<file path="src/rtl/fetch_ctrl.sv">
// Fetch sequencer: drives the PC register load strobe and a single-outstanding
// instruction-memory fetch port, and hands fetched words to decode.
module fetch_ctrl #(
  parameter logic [31:0] RESET_VECTOR = 32'h0000_0000,
  parameter logic [31:0] TRAP_VECTOR  = 32'h0000_0100
) (
  input  logic        clk,
  input  logic        reset,
  input  logic [31:0] pc,
  output logic [31:0] next_pc,
  output logic        pc_en,
  output logic        imem_req,
  output logic [31:0] imem_addr,
  input  logic        imem_rvalid,
  input  logic [31:0] imem_rdata,
  output logic [31:0] instr,
  output logic        instr_valid,
  input  logic        stall_i,
  input  logic        redirect_i,
  input  logic [31:0] redirect_pc,
  input  logic        trap_i,
  output logic        misalign_o
);

  typedef enum logic [1:0] {
    BOOT  = 2'd0,
    FETCH = 2'd1,
    VALID = 2'd2,
    DRAIN = 2'd3
  } state_t;

  state_t state;
  logic   flush;

  // Any trap or redirect outside BOOT discards the current fetch.
  assign flush = (state != BOOT) && (trap_i || redirect_i);

  assign imem_req    = (state == FETCH);
  assign imem_addr   = imem_req ? pc : 32'h0000_0000;
  assign instr_valid = (state == VALID);

  always_comb begin
    pc_en      = 1'b0;
    next_pc    = RESET_VECTOR;
    misalign_o = 1'b0;
    if (state == BOOT) begin
      // Reset is folded in so the strobe stays low while reset is held.
      pc_en = !reset;
    end else if (trap_i) begin
      pc_en   = 1'b1;
      next_pc = TRAP_VECTOR;
    end else if (redirect_i) begin
      pc_en = 1'b1;
      if (redirect_pc[1:0] != 2'b00) begin
        next_pc    = TRAP_VECTOR;
        misalign_o = 1'b1;
      end else begin
        next_pc = redirect_pc;
      end
    end else if (state == VALID && !stall_i) begin
      pc_en   = 1'b1;
      next_pc = pc + 32'd4;
    end
  end

  always_ff @(posedge clk or posedge reset) begin
    if (reset) begin
      state <= BOOT;
      instr <= 32'h0000_0000;
    end else begin
      case (state)
        BOOT: state <= FETCH;
        FETCH: begin
          if (flush) begin
            state <= imem_rvalid ? FETCH : DRAIN;
          end else if (imem_rvalid) begin
            instr <= imem_rdata;
            state <= VALID;
          end
        end
        VALID: begin
          if (flush || !stall_i) state <= FETCH;
        end
        DRAIN: begin
          // A flush landing on the same cycle as the stale response still
          // retires that response, so there is nothing left to wait for.
          if (imem_rvalid) state <= FETCH;
        end
        default: state <= BOOT;
      endcase
    end
  end

endmodule

</file>
<file path="config.mk">
export PLATFORM = sky130hd
export DESIGN_NAME = fetch_ctrl
export DESIGN_NICKNAME = d
export VERILOG_FILES = /design/src/rtl/fetch_ctrl.sv
export SDC_FILE = /design/constraint.sdc
export NUM_CORES = 1
export LEC_CHECK = 0
export CELL_PAD_IN_SITES_DETAIL_PLACEMENT = 0
export CELL_PAD_IN_SITES_GLOBAL_PLACEMENT = 1
export CORE_UTILIZATION = 25
export CTS_BUF_LIST = sky130_fd_sc_hd__clkbuf_4 sky130_fd_sc_hd__clkbuf_8 sky130_fd_sc_hd__clkbuf_16
export CTS_CLUSTER_DIAMETER = 30
export CTS_CLUSTER_SIZE = 25
export DETAILED_ROUTE_END_ITERATION = 8
export GPL_ROUTABILITY_DRIVEN = 0
export PLACE_DENSITY_LB_ADDON = 0.1
export SYNTH_ARGS = -nofsm -noshare
export SYNTH_HDL_FRONTEND = slang
export SYNTH_SLANG_ARGS = --single-unit
</file>
<file path="constraint.sdc">
create_clock -name clk -period 3.48 [get_ports clk]
set_clock_uncertainty 0.2 [all_clocks]
set_input_delay 0.696 -clock clk [delete_from_list [all_inputs] [get_ports clk]]
set_output_delay 0.696 -clock clk [all_outputs]
set_load 0.01 [all_outputs]
</file>
# [Yosys cells after proc, flatten, opt, wreduce, memory -nomap -nowiden]
# Cells that the tools add are included.
[op_classes] add_sub_neg=1 eq_ne=6 muxes=20 n_bitwise=1 n_reduce_logical=11
[op_table] op="2-to-1 mux 32 bit" count=6
[op_table] op="adder 32 x 3 -> 32 bit (second input constant)" count=1
[op_table] op="2-to-1 mux 2 bit" count=5
[op_table] op="2-to-1 mux 1 bit" count=8
[op_table] op="case mux 2 bit (4 select lines)" count=1
[op_table] op="AND reduction 3 bit" count=2
[op_table] op="equality test 2 bit (second input constant)" count=2
[op_table] op="nonzero test 2 bit" count=2
[op_table] op="inequality test 3 x 1 -> 1 bit (second input constant)" count=1
[op_table] op="equality test 2 x 1 -> 1 bit (second input constant)" count=1
[op_table] op="logical AND 1 bit" count=2
[op_table] op="logical NOT 1 bit" count=2
[op_table] op="logical NOT 2 bit" count=1
[op_table] op="logical OR 1 bit" count=2
[op_table] op="inequality test 2 x 1 -> 1 bit (second input constant)" count=1
[op_table] op="inequality test 2 bit (second input constant)" count=1
[op_table] op="NOT 1 bit" count=1
[word_totals] regBits=34 input_bits=102 output_inout_bits=100 wordCells=41

# [Depth between registers and ports, before layout]
# Gate-level depths: netlist (run 1).
[logic_depth] word_depth=6 depth_mapped=7

# [Worst setup path after synthesis (run 1)]
# No wires, ideal clock.
[synth_timing] path_kind="input -> output" from="input pc[2]" to="output next_pc[22]" arrival_time_ns=2.076 t_required_ns=2.584 slack_ns=0.508 path_stages=6 path_cell_list="ha_1 nand4_2 or4_1 nor3_1 o21ai_1 a21oi_1"
[synth_between] elab_chain_len=5
[synth_rtl] element="start: declaration" line_no="9" source="input logic [31:0] pc,"
[synth_rtl] element="adder 32 x 3 -> 32 bit" line_no="62" source="next_pc = pc + 32'd4;"
[synth_rtl] element="2-to-1 mux 32 bit" line_no="60" source="end else if (state == VALID && !stall_i) begin"
[synth_rtl] element="2-to-1 mux 32 bit" line_no="52" source="end else if (redirect_i) begin"
[synth_rtl] element="2-to-1 mux 32 bit" line_no="49" source="end else if (trap_i) begin"
[synth_rtl] element="2-to-1 mux 32 bit" line_no="46" source="if (state == BOOT) begin"
[synth_rtl] element="end: declaration" line_no="10" source="output logic [31:0] next_pc,"
# No other way between the ends.

# [Final worst setup path (run 1)]
[layout_timing] from="input redirect_i" to="output next_pc[31]"
[layout_between] elab_chain_len=3
[layout_rtl] element="start: declaration" line_no="19" source="input logic redirect_i,"
[layout_rtl] element="2-to-1 mux 32 bit" line_no="52"
[layout_rtl] element="2-to-1 mux 32 bit" line_no="49"
[layout_rtl] element="2-to-1 mux 32 bit" line_no="46"
# No other way between the ends.

==> results of run 1 <==
==> where the power goes <==
group	internal, mW	switching, mW
clock	0.159	0.136
combinational	0.501	0.300
sequential	0.510	0.0551
total	1.17	0.491
==> kinds of logic (layout without fill, tap and decap cells) <==
group,Yosys count,in the layout,share of synthesized area
adder cells (fa/ha/maj),1,1,0.00480
AND/OR/NAND/NOR,144,144,0.299
XOR/XNOR,27,27,0.0908
multiplexers,33,33,0.142
buffers and inverters,21,295,0.0360
flip-flops,34,34,0.327
AO/OA/AOI/OAI,42,42,0.101
==> synth_stat cells (all sizes together) (8+ instances only) <==
cell	number	share of area
a21oi	8	0.015
and2	34	0.082
clkbuf	9	0.013
dfrtp	34	0.33
mux2	32	0.14
nand2	37	0.053
nand3	18	0.037
nand4	8	0.022
nor2	18	0.026
nor3	12	0.027
o21ai	19	0.037
xnor2	15	0.050
xor2	12	0.040
==> what timing repair did <==
item / CTS / global route
setup buffers: 7 / 4
cloned: 2 / 1
endpoints found under the setup margin: 26 / 21
hold buffers: 0 / 0
pin swaps: 8 / 6
resized for setup: 85 / 14
==> flip-flops by register name, indices dropped and copies added (netlist names) <==
register,cells
state,2
instr,32
==> worst max-delay path: cells and delay by family <==
| kind | cells | cell delay, ns |
|---|---|---|
| AOI/OAI and AO/OA | 1 | 0.05 |
| buffers and inverters | 4 | 1.08 |
| and+or+nand+nor | 3 | 0.62 |
==> cell type report <==
type	count	area, um^2
fill	960	4470
timing repair buffer	281	2570
sequential	34	851
multi-input combinational	247	1780
tap	133	166
clock inverter	2	12.5
inverter	6	22.5
clock buffer	6	82.6
==> worst max-delay path by stage <==
stage,start,endpoint,slack (ns)
floorplan,pc[2],next_pc[22],0.51
global placement,pc[2],next_pc[22],-0.47
detailed placement,pc[2],next_pc[22],-0.52
CTS,redirect_i,next_pc[14],-0.02
global route,pc[25],next_pc[27],0.003
finish,redirect_i,next_pc[31],0.13
==> layer usage <==
layer  GRT usage  wire (um)
met5           0          0
met4      0.0398         83
met3      0.0482        782
met2       0.335       5130
met1       0.222       4280
==> per-stage QoR <==
stage	instances	area [um^2]	hold WS, ns	TNS [ns]
floorplan	302	2610	0.329	0
global placement	687	5230	0.266	-7.88
detailed placement	687	5230	0.274	-8.52
CTS	704	5420	0.289	-0.0243
global route	709	5490	0.304	0
finish	709	5490	0.286	0
==> metrics.cfg, run 1 <==
[detailed_routing]
viasPerCell=4.53
ant_nets=0
dr.pass1.iters=4
drc=0
wl_per_cell_um=14.5
drt_iter0_drc=47
wl_mm=10.3
vias=3213

[floorplan]
num_rows=36
die_y_um=104
pin_count=202
die_w_um=104
dieArea_mm2=0.0108
coreArea_mm2=0.00995
initial_core_util=0.262

[yosys]
synth_flop_cell=dfrtp_1
synthCells=302
synth_nets=405
synth.cell_area_mm2=0.00260
syn_avg_cell_area_um2=8.63
yosys_warnings=0
ys_ff_latch=34
synth_edf_count=0
synth-async-reset-ratio=1.00
synth_cell_types=41
synth_seq_area_share=0.327

[critical_path]
r2r_end=instr[12]$_DFFE_PP0P_
critical_path.slowest_cell=clkdlybuf4s50_1
cp_max_fo=10
arrival_ns=2.45
cp_cell_sequence=clkdlybuf4s50_1 -> or3b_4 -> nor3_4 -> buf_4 -> bufbuf_16 -> nand2_1 -> o41ai_2 -> buf_2
crit_path_end_kind=output port
worst_path_largest_cell_delay_ns=0.48
timing.rr.start=state[1]$_DFFE_PP0P_
critPathKind=in -> out
cp-start-kind=input port
required_ns=2.58
rrSetupSlack_ns=1.10
reg2reg_depth=6

[cts]
insertion_delay_ns=0.28
clockBufferDepth=2
cts.root.buffer_cell=clkbuf_8
clkTransAtPathRegs_ns=0.07
clock-sinks=34
cts_tree=done
numCtsBuffers=5
htreeDepth=2

[cells_and_area]
area_delta_synth_final_pct=111
final_util=0.551
layout_common_cells=163 x clkdlybuf4s50_1, 74 x buf_4, 35 x nand2_1
final_common_cell=clkdlybuf4s50_1
drive_gt1_frac=0.212
nets=678
n_antenna_cell=0

[sta]
finalHoldViolCount=0
period_needed_ns=3.35
slew_violations=0
finalCritPeriodShare=0.962
tightest_slew_ns=0.414
fin_ws_ns=0.133
slew_headroom=0.724
max_freq_ghz=0.299
rsz0062_at_grt=false
finalSetupViolations=0

[global_route]
grt_pass1_wl_mm=16.2
grt_max_degree=35
grt_use_total=0.186
grt_pass1_vias=3268
antenna_found_initial=0
grt_overflow=0

[power]
p_leak_nw=2.30
power_density_mw_per_mm2=303
vdd_drop_max_mv=0.191
power_mw=1.66

[worst_hold_path]
whs_endpoint=instr[5]$_DFFE_PP0P_
hp-class=reg -> reg
min-delay-start=instr[5]$_DFFE_PP0P_
worstHoldPathCells=1

[placement]
io_buffer_count=201
dp_hpwl_mm=8.03
pre_cts_slack_ns=-0.517

[run]
drv_cap=0

[run_status]
outcome=completed

Note: power is estimated with default switching activity, not from simulation.
==> inputs of run 2 (changes only) <==
--- a/config.mk
+++ b/config.mk
@@ -7,5 +7,3 @@
 export LEC_CHECK = 0
-export CELL_PAD_IN_SITES_DETAIL_PLACEMENT = 0
-export CELL_PAD_IN_SITES_GLOBAL_PLACEMENT = 1
-export CORE_UTILIZATION = 25
+export CORE_UTILIZATION = 37
 export CTS_BUF_LIST = sky130_fd_sc_hd__clkbuf_4 sky130_fd_sc_hd__clkbuf_8 sky130_fd_sc_hd__clkbuf_16
@@ -15,3 +13,3 @@
 export GPL_ROUTABILITY_DRIVEN = 0
-export PLACE_DENSITY_LB_ADDON = 0.1
+export PLACE_DENSITY = 0.88
 export SYNTH_ARGS = -nofsm -noshare
--- a/constraint.sdc
+++ b/constraint.sdc
@@ -4,2 +4,2 @@
 set_output_delay 0.696 -clock clk [all_outputs]
-set_load 0.01 [all_outputs]
+set_load 0.005 [all_outputs]
==> metrics.cfg, run 2 (synthesized netlist as in run 1, its figures left out) <==
[cts]
cts.root.buffer_cell=clkbuf_8
clkTransAtPathRegs_ns=0.06  ; about the same
numCtsBuffers=5  ; unchanged
cts_tree=done
clock-sinks=34  ; unchanged
clockBufferDepth=2  ; unchanged
insertion_delay_ns=0.27  ; about the same
cts_hold_buf=0  ; unchanged
htreeDepth=2  ; unchanged

[sta]
slew_violations=0  ; unchanged
fin_ws_ns=0.0351  ; -0.0978 ns
max_freq_ghz=0.290  ; -2.8%
slew_headroom=0.731  ; +0.00652
period_needed_ns=3.44  ; +0.0978 ns
tightest_slew_ns=0.400  ; -0.0135 ns
tns_ns=0  ; unchanged
finalHoldViolCount=0  ; unchanged
hold_ws_ns=0.287  ; +0.000568 ns
finalSetupViolations=0  ; unchanged
finalCritPeriodShare=0.990  ; +0.0281

[critical_path]
timing.rr.start=state[1]$_DFFE_PP0P_
required_ns=2.58  ; about the same
rrSetupSlack_ns=1.15  ; +0.05 ns
critPathKind=in -> out
arrival_ns=2.55  ; +0.10 ns
crit_path_end_kind=output port
r2r_end=instr[2]$_DFFE_PP0P_
cp_max_fo=5  ; -5
cp-start-kind=input port
reg2reg_depth=6  ; unchanged

[worst_hold_path]
min-delay-start=instr[25]$_DFFE_PP0P_
whs_endpoint=instr[25]$_DFFE_PP0P_
worstHoldPathCells=1  ; unchanged
hp-class=reg -> reg

[cells_and_area]
final_util=0.803  ; +0.252
layout_common_cells=163 x clkdlybuf4s50_1, 69 x buf_4, 35 x nand2_1
final_area_mm2=0.00546  ; -0.52%
drive_gt1_frac=0.200  ; -0.0122
layoutNonFillerInstCount=667  ; -5.9%
area_delta_synth_final_pct=109
fill_cells=410  ; -57%
multi_input_area_mm2=0.00179  ; +0.56%
largest_reg_flops=32  ; unchanged
top_regs=instr x32, state x2
n_antenna_cell=0  ; unchanged
nets=673  ; -0.74%
final_common_cell=clkdlybuf4s50_1
regArea_um2=851  ; unchanged
regMostFlops=instr

[floorplan]
die_w_um=85.9  ; -17%
initial_core_util=0.383  ; +0.122
pin_count=202  ; unchanged
coreArea_mm2=0.00679  ; -32%
dieArea_mm2=0.00738  ; -32%
die_y_um=85.9  ; -17%
num_rows=30  ; -17%

[placement]
pre_cts_slack_ns=-0.494  ; +0.0224 ns
io_buffer_count=201  ; unchanged
place_inst=643  ; -6.4%
dp_hpwl_mm=7.99  ; -0.44%
placed_cell_area_mm2=0.00513  ; -1.9%

[detailed_routing]
highest_layer=met4
drc=0  ; unchanged
dr_wl_met3_mm=1.14  ; +46%
wl_mm=11.0  ; +7.3%
drt_iter0_drc=116  ; +150%
met2_wirelength_mm=5.42  ; +5.7%
dr.pass1.iters=4  ; unchanged
ant_nets=0  ; unchanged
vias=3435  ; +6.9%
viasPerCell=5.15  ; +14%
drt-met1-wl_mm=3.99  ; -6.7%
wl_per_cell_um=16.5  ; +14%

[power]
power_density_mw_per_mm2=301  ; -0.70%
p_leak_nw=2.30  ; +0.14%
power_mw=1.64  ; -1.2%
vdd_drop_max_mv=0.183  ; -4.1%

[global_route]
grt_pass1_vias=3460  ; +5.9%
grt_pass1_wl_mm=16.4  ; +1.1%
grt_use_total=0.284  ; +0.0970
grt_max_degree=35  ; unchanged
grt_overflow=0  ; unchanged
antenna_found_initial=0  ; unchanged

[run_status]
outcome=completed

[run]
drv_cap=0  ; unchanged

## run 2: changes by cell type in the layout (fill, tap and decap cells not counted), moves of 2 or more
| cell | before | now |
|---|---|---|
| buf_2 | 11 | 3 |
| dlygate4sd2_1 | 25 | 22 |
| clkbuf_8 | 6 | 8 |
| nor3_1 | 8 | 5 |
| clkdlybuf4s15_1 | 1 | 5 |
| nor4_2 | 3 | 1 |
| nor3_2 | 2 | 5 |
| clkbuf_2 | 1 | 5 |
| buf_4 | 74 | 69 |
| dlymetal6s2s_1 | 1 | 3 |
## run 2: how the worst max path moves through the flow
| stage | start | end | slack (ns) | depth (start not counted) |
|---|---|---|---|---|
| 2_1_floorplan | pc[2] | next_pc[22] | 0.58 | 6 |
| 3_3_place_gp | pc[3] | next_pc[20] | -0.46 | 9 |
| 3_5_place_dp | pc[3] | next_pc[20] | -0.49 | 9 |
| 4_1_cts | redirect_i | next_pc[20] | 0.001 | 8 |
| 5_1_grt | pc[20] | next_pc[31] | -0.04 | 9 |
| 6_report | pc[4] | next_pc[26] | 0.04 | 10 |
## run 2: repair_timing
action                                  CTS  global route
setup buffers                            12             3
pin swaps                                11             7
resized for setup                        63            25
cloned                                    1             0
endpoints found under the setup margin   25            21
## run 2: layer usage
layer  vias up  GRT usage
li1       1594          -
met1      1591      0.296
met2       212      0.504
met3        38     0.0847
met4         0      0.164
met5         -          0
## run 2: layout make-up
type                    count  area share
clock buffers               8      0.0202
inverters                   6     0.00413
multi-input cells         247       0.327
flip-flops and latches     34       0.156
well taps                  96      0.0220
repair buffers            276       0.471
## run 2: power by group
group / internal (mW) / leakage (nW) / total (mW) / switching, mW
clock network: 0.200 / 0.0575 / 0.328 / 0.129
logic: 0.496 / 1.84 / 0.745 / 0.248
registers: 0.511 / 0.405 / 0.568 / 0.0569
## run 2: worst max-delay path, stage by stage
cell	delay, ns
clkdlybuf4s15_1	0.35
nand4_2	0.19
buf_6	0.17
nor3_2	0.14
buf_4	0.17
buf_4	0.12
nand4_1	0.11
xnor2_1	0.15
a22o_1	0.19
dlygate4sd2_1	0.26
==> inputs of run 3 (changes only) <==
- ABC_CLOCK_PERIOD_IN_PS: default -> 3480
- CORE_ASPECT_RATIO: default -> 0.7
==> metrics.cfg, run 3 (synthesized netlist as in run 1, its figures left out) <==
[cells_and_area]
n_antenna_cell=0  ; unchanged
regMostFlops=instr
layout_common_cells=156 x clkdlybuf4s50_1, 75 x buf_4, 34 x nand2_1, 34 x and2_1, 34 x dfrtp_1
fill_cells=442  ; +7.8%
area_delta_synth_final_pct=114
largest_reg_flops=32  ; unchanged
drive_gt1_frac=0.218  ; +0.0180
final_area_mm2=0.00557  ; +2.0%
final_common_cell=clkdlybuf4s50_1
top_regs=instr x32, state x2
nets=681  ; +1.2%

[worst_hold_path]
hp-class=reg -> reg

[sta]
slew_headroom=0.494  ; -0.236
finalCritPeriodShare=0.988  ; -0.00236
finalHoldViolCount=0  ; unchanged
tightest_slew_ns=0.758  ; +0.357 ns
max_freq_ghz=0.291  ; +0.24%
period_needed_ns=3.44  ; -0.00822 ns
hold_ws_ns=0.288  ; +0.00136 ns
fin_ws_ns=0.0433  ; +0.00822 ns
slew_violations=0  ; unchanged
finalSetupViolations=0  ; unchanged
rsz0062_at_grt=true

[cts]
clock-sinks=34  ; unchanged
cts_tree=done
cts.root.buffer_cell=clkbuf_8
clockBufferDepth=2  ; unchanged
htreeDepth=2  ; unchanged
clkTransAtPathRegs_ns=0.08  ; +0.02 ns
numCtsBuffers=5  ; unchanged
insertion_delay_ns=0.29  ; +0.02 ns

[floorplan]
coreArea_mm2=0.00679  ; about the same
dieArea_mm2=0.00739  ; about the same
die_w_um=102  ; +19%
pin_count=202  ; unchanged
die_y_um=72.2  ; -16%
initial_core_util=0.384  ; about the same
num_rows=25  ; -17%

[critical_path]
critPathKind=in -> out
crit_top_cell=buf_4
required_ns=2.58  ; about the same
crit_family=buffers and inverters
cp-start-kind=input port
arrival_ns=2.54  ; about the same
crit_path_end_kind=output port
cp_cell_sequence=clkdlybuf4s50_1 -> buf_4 -> inv_2 -> nor4_4 -> buf_4 -> nand4b_1 -> xnor2_1 -> a22o_1 -> dlygate4sd2_1
cp_max_fo=4  ; -1
cp_num_buf_inv=5  ; unchanged
critical_path.slowest_cell=clkdlybuf4s50_1
worst_path_largest_cell_delay_ns=0.50  ; +0.15 ns

[detailed_routing]
wl_per_cell_um=18.2  ; +10%
dr.pass1.iters=4  ; unchanged
viasPerCell=5.22  ; +1.4%
drt_iter0_drc=179  ; +54%
vias=3515  ; +2.3%
wl_mm=12.3  ; +11%
drc=0  ; unchanged
ant_nets=0  ; unchanged

[global_route]
grt_pass1_wl_mm=18.3  ; +12%
grt_max_degree=35  ; unchanged
grt_pass1_vias=3476  ; +0.46%
grt_use_total=0.329  ; +0.0451
antenna_found_initial=0  ; unchanged
grt_overflow=0  ; unchanged

[power]
power_density_mw_per_mm2=298  ; -1.0%
p_leak_nw=2.41  ; +4.8%
vdd_drop_max_mv=0.268  ; +47%
power_mw=1.66  ; +0.98%

[run]
drv_cap=0  ; unchanged

[run_status]
outcome=completed

[placement]
placed_cell_area_mm2=0.00520  ; +1.4%
dp_hpwl_mm=9.13  ; +14%
pre_cts_slack_ns=-0.456  ; +0.0388 ns
io_buffer_count=201  ; unchanged

## run 3: cell count changes in the layout (fill, tap and decap cells not counted), moves of 2 or more
cell | before | now
clkdlybuf4s50_1 | 163 | 156
buf_4 | 69 | 75
dlymetal6s2s_1 | 3 | 9
buf_2 | 3 | 1
clkbuf_8 | 8 | 6
clkdlybuf4s15_1 | 5 | 7
nor2_1 | 16 | 14
nor2_2 | 1 | 3
nor3_2 | 5 | 3
## run 3: final cells by class
cell class                 count  area [um^2]  area share
tap                           94          118      0.0211
clock inverter                 2         12.5     0.00225
inverter                       6         22.5     0.00405
multi-input combinational    247         1810       0.326
clock buffer                   6         82.6      0.0148
timing repair buffer         284         2670       0.479
sequential                    34          851       0.153
## run 3: per-layer routing
metal	vias up	wire length (um)	part of all wire	track usage
met5	-	0	0	0
met4	0	452	0.037	0.129
met3	45	705	0.057	0.0597
met2	169	6180	0.50	0.569
met1	1691	4950	0.40	0.407
li1	1610	-	-	-
## run 3: final timing paths
kind / start / to / slack [ns] / cells after the start
max: pc[21] / next_pc[29] / 0.04 / 9
min in group asynchronous: reset / instr[0]$_DFFE_PP0P_ / 0.66 / 2
max reg2reg: state[1]$_DFFE_PP0P_ / instr[5]$_DFFE_PP0P_ / 1.07 / 6
min: instr[26]$_DFFE_PP0P_ / instr[26]$_DFFE_PP0P_ / 0.29 / 1
max in group asynchronous: reset / instr[13]$_DFFE_PP0P_ / 1.71 / 3
min reg2reg: instr[26]$_DFFE_PP0P_ / instr[26]$_DFFE_PP0P_ / 0.29 / 1
## run 3: repair_timing
action                     in CTS  in global routing
cloned                          1                  0
setup buffers                  10                  5
pin swaps                      17                  7
hold buffers                    0                  0
resized for setup              59                 42
setup endpoints to repair      25                 24
## run 3: where the power goes
group	internal (mW)	leakage, nW	total (mW)	switching, mW
registers	0.510	0.405	0.573	0.0630
clock network	0.159	0.0472	0.315	0.156
logic	0.500	1.96	0.768	0.268
total	1.17	2.41	1.66	0.487
## run 3: metrics by stage
step           TNS (ns)   util  cells
2_1_floorplan         0      -    302
3_3_place_gp      -6.10  0.766    649
3_5_place_dp      -6.96  0.766    649
4_1_cts               0  0.801    668
5_1_grt         -0.0539  0.820    673
6_report              0  0.820    673
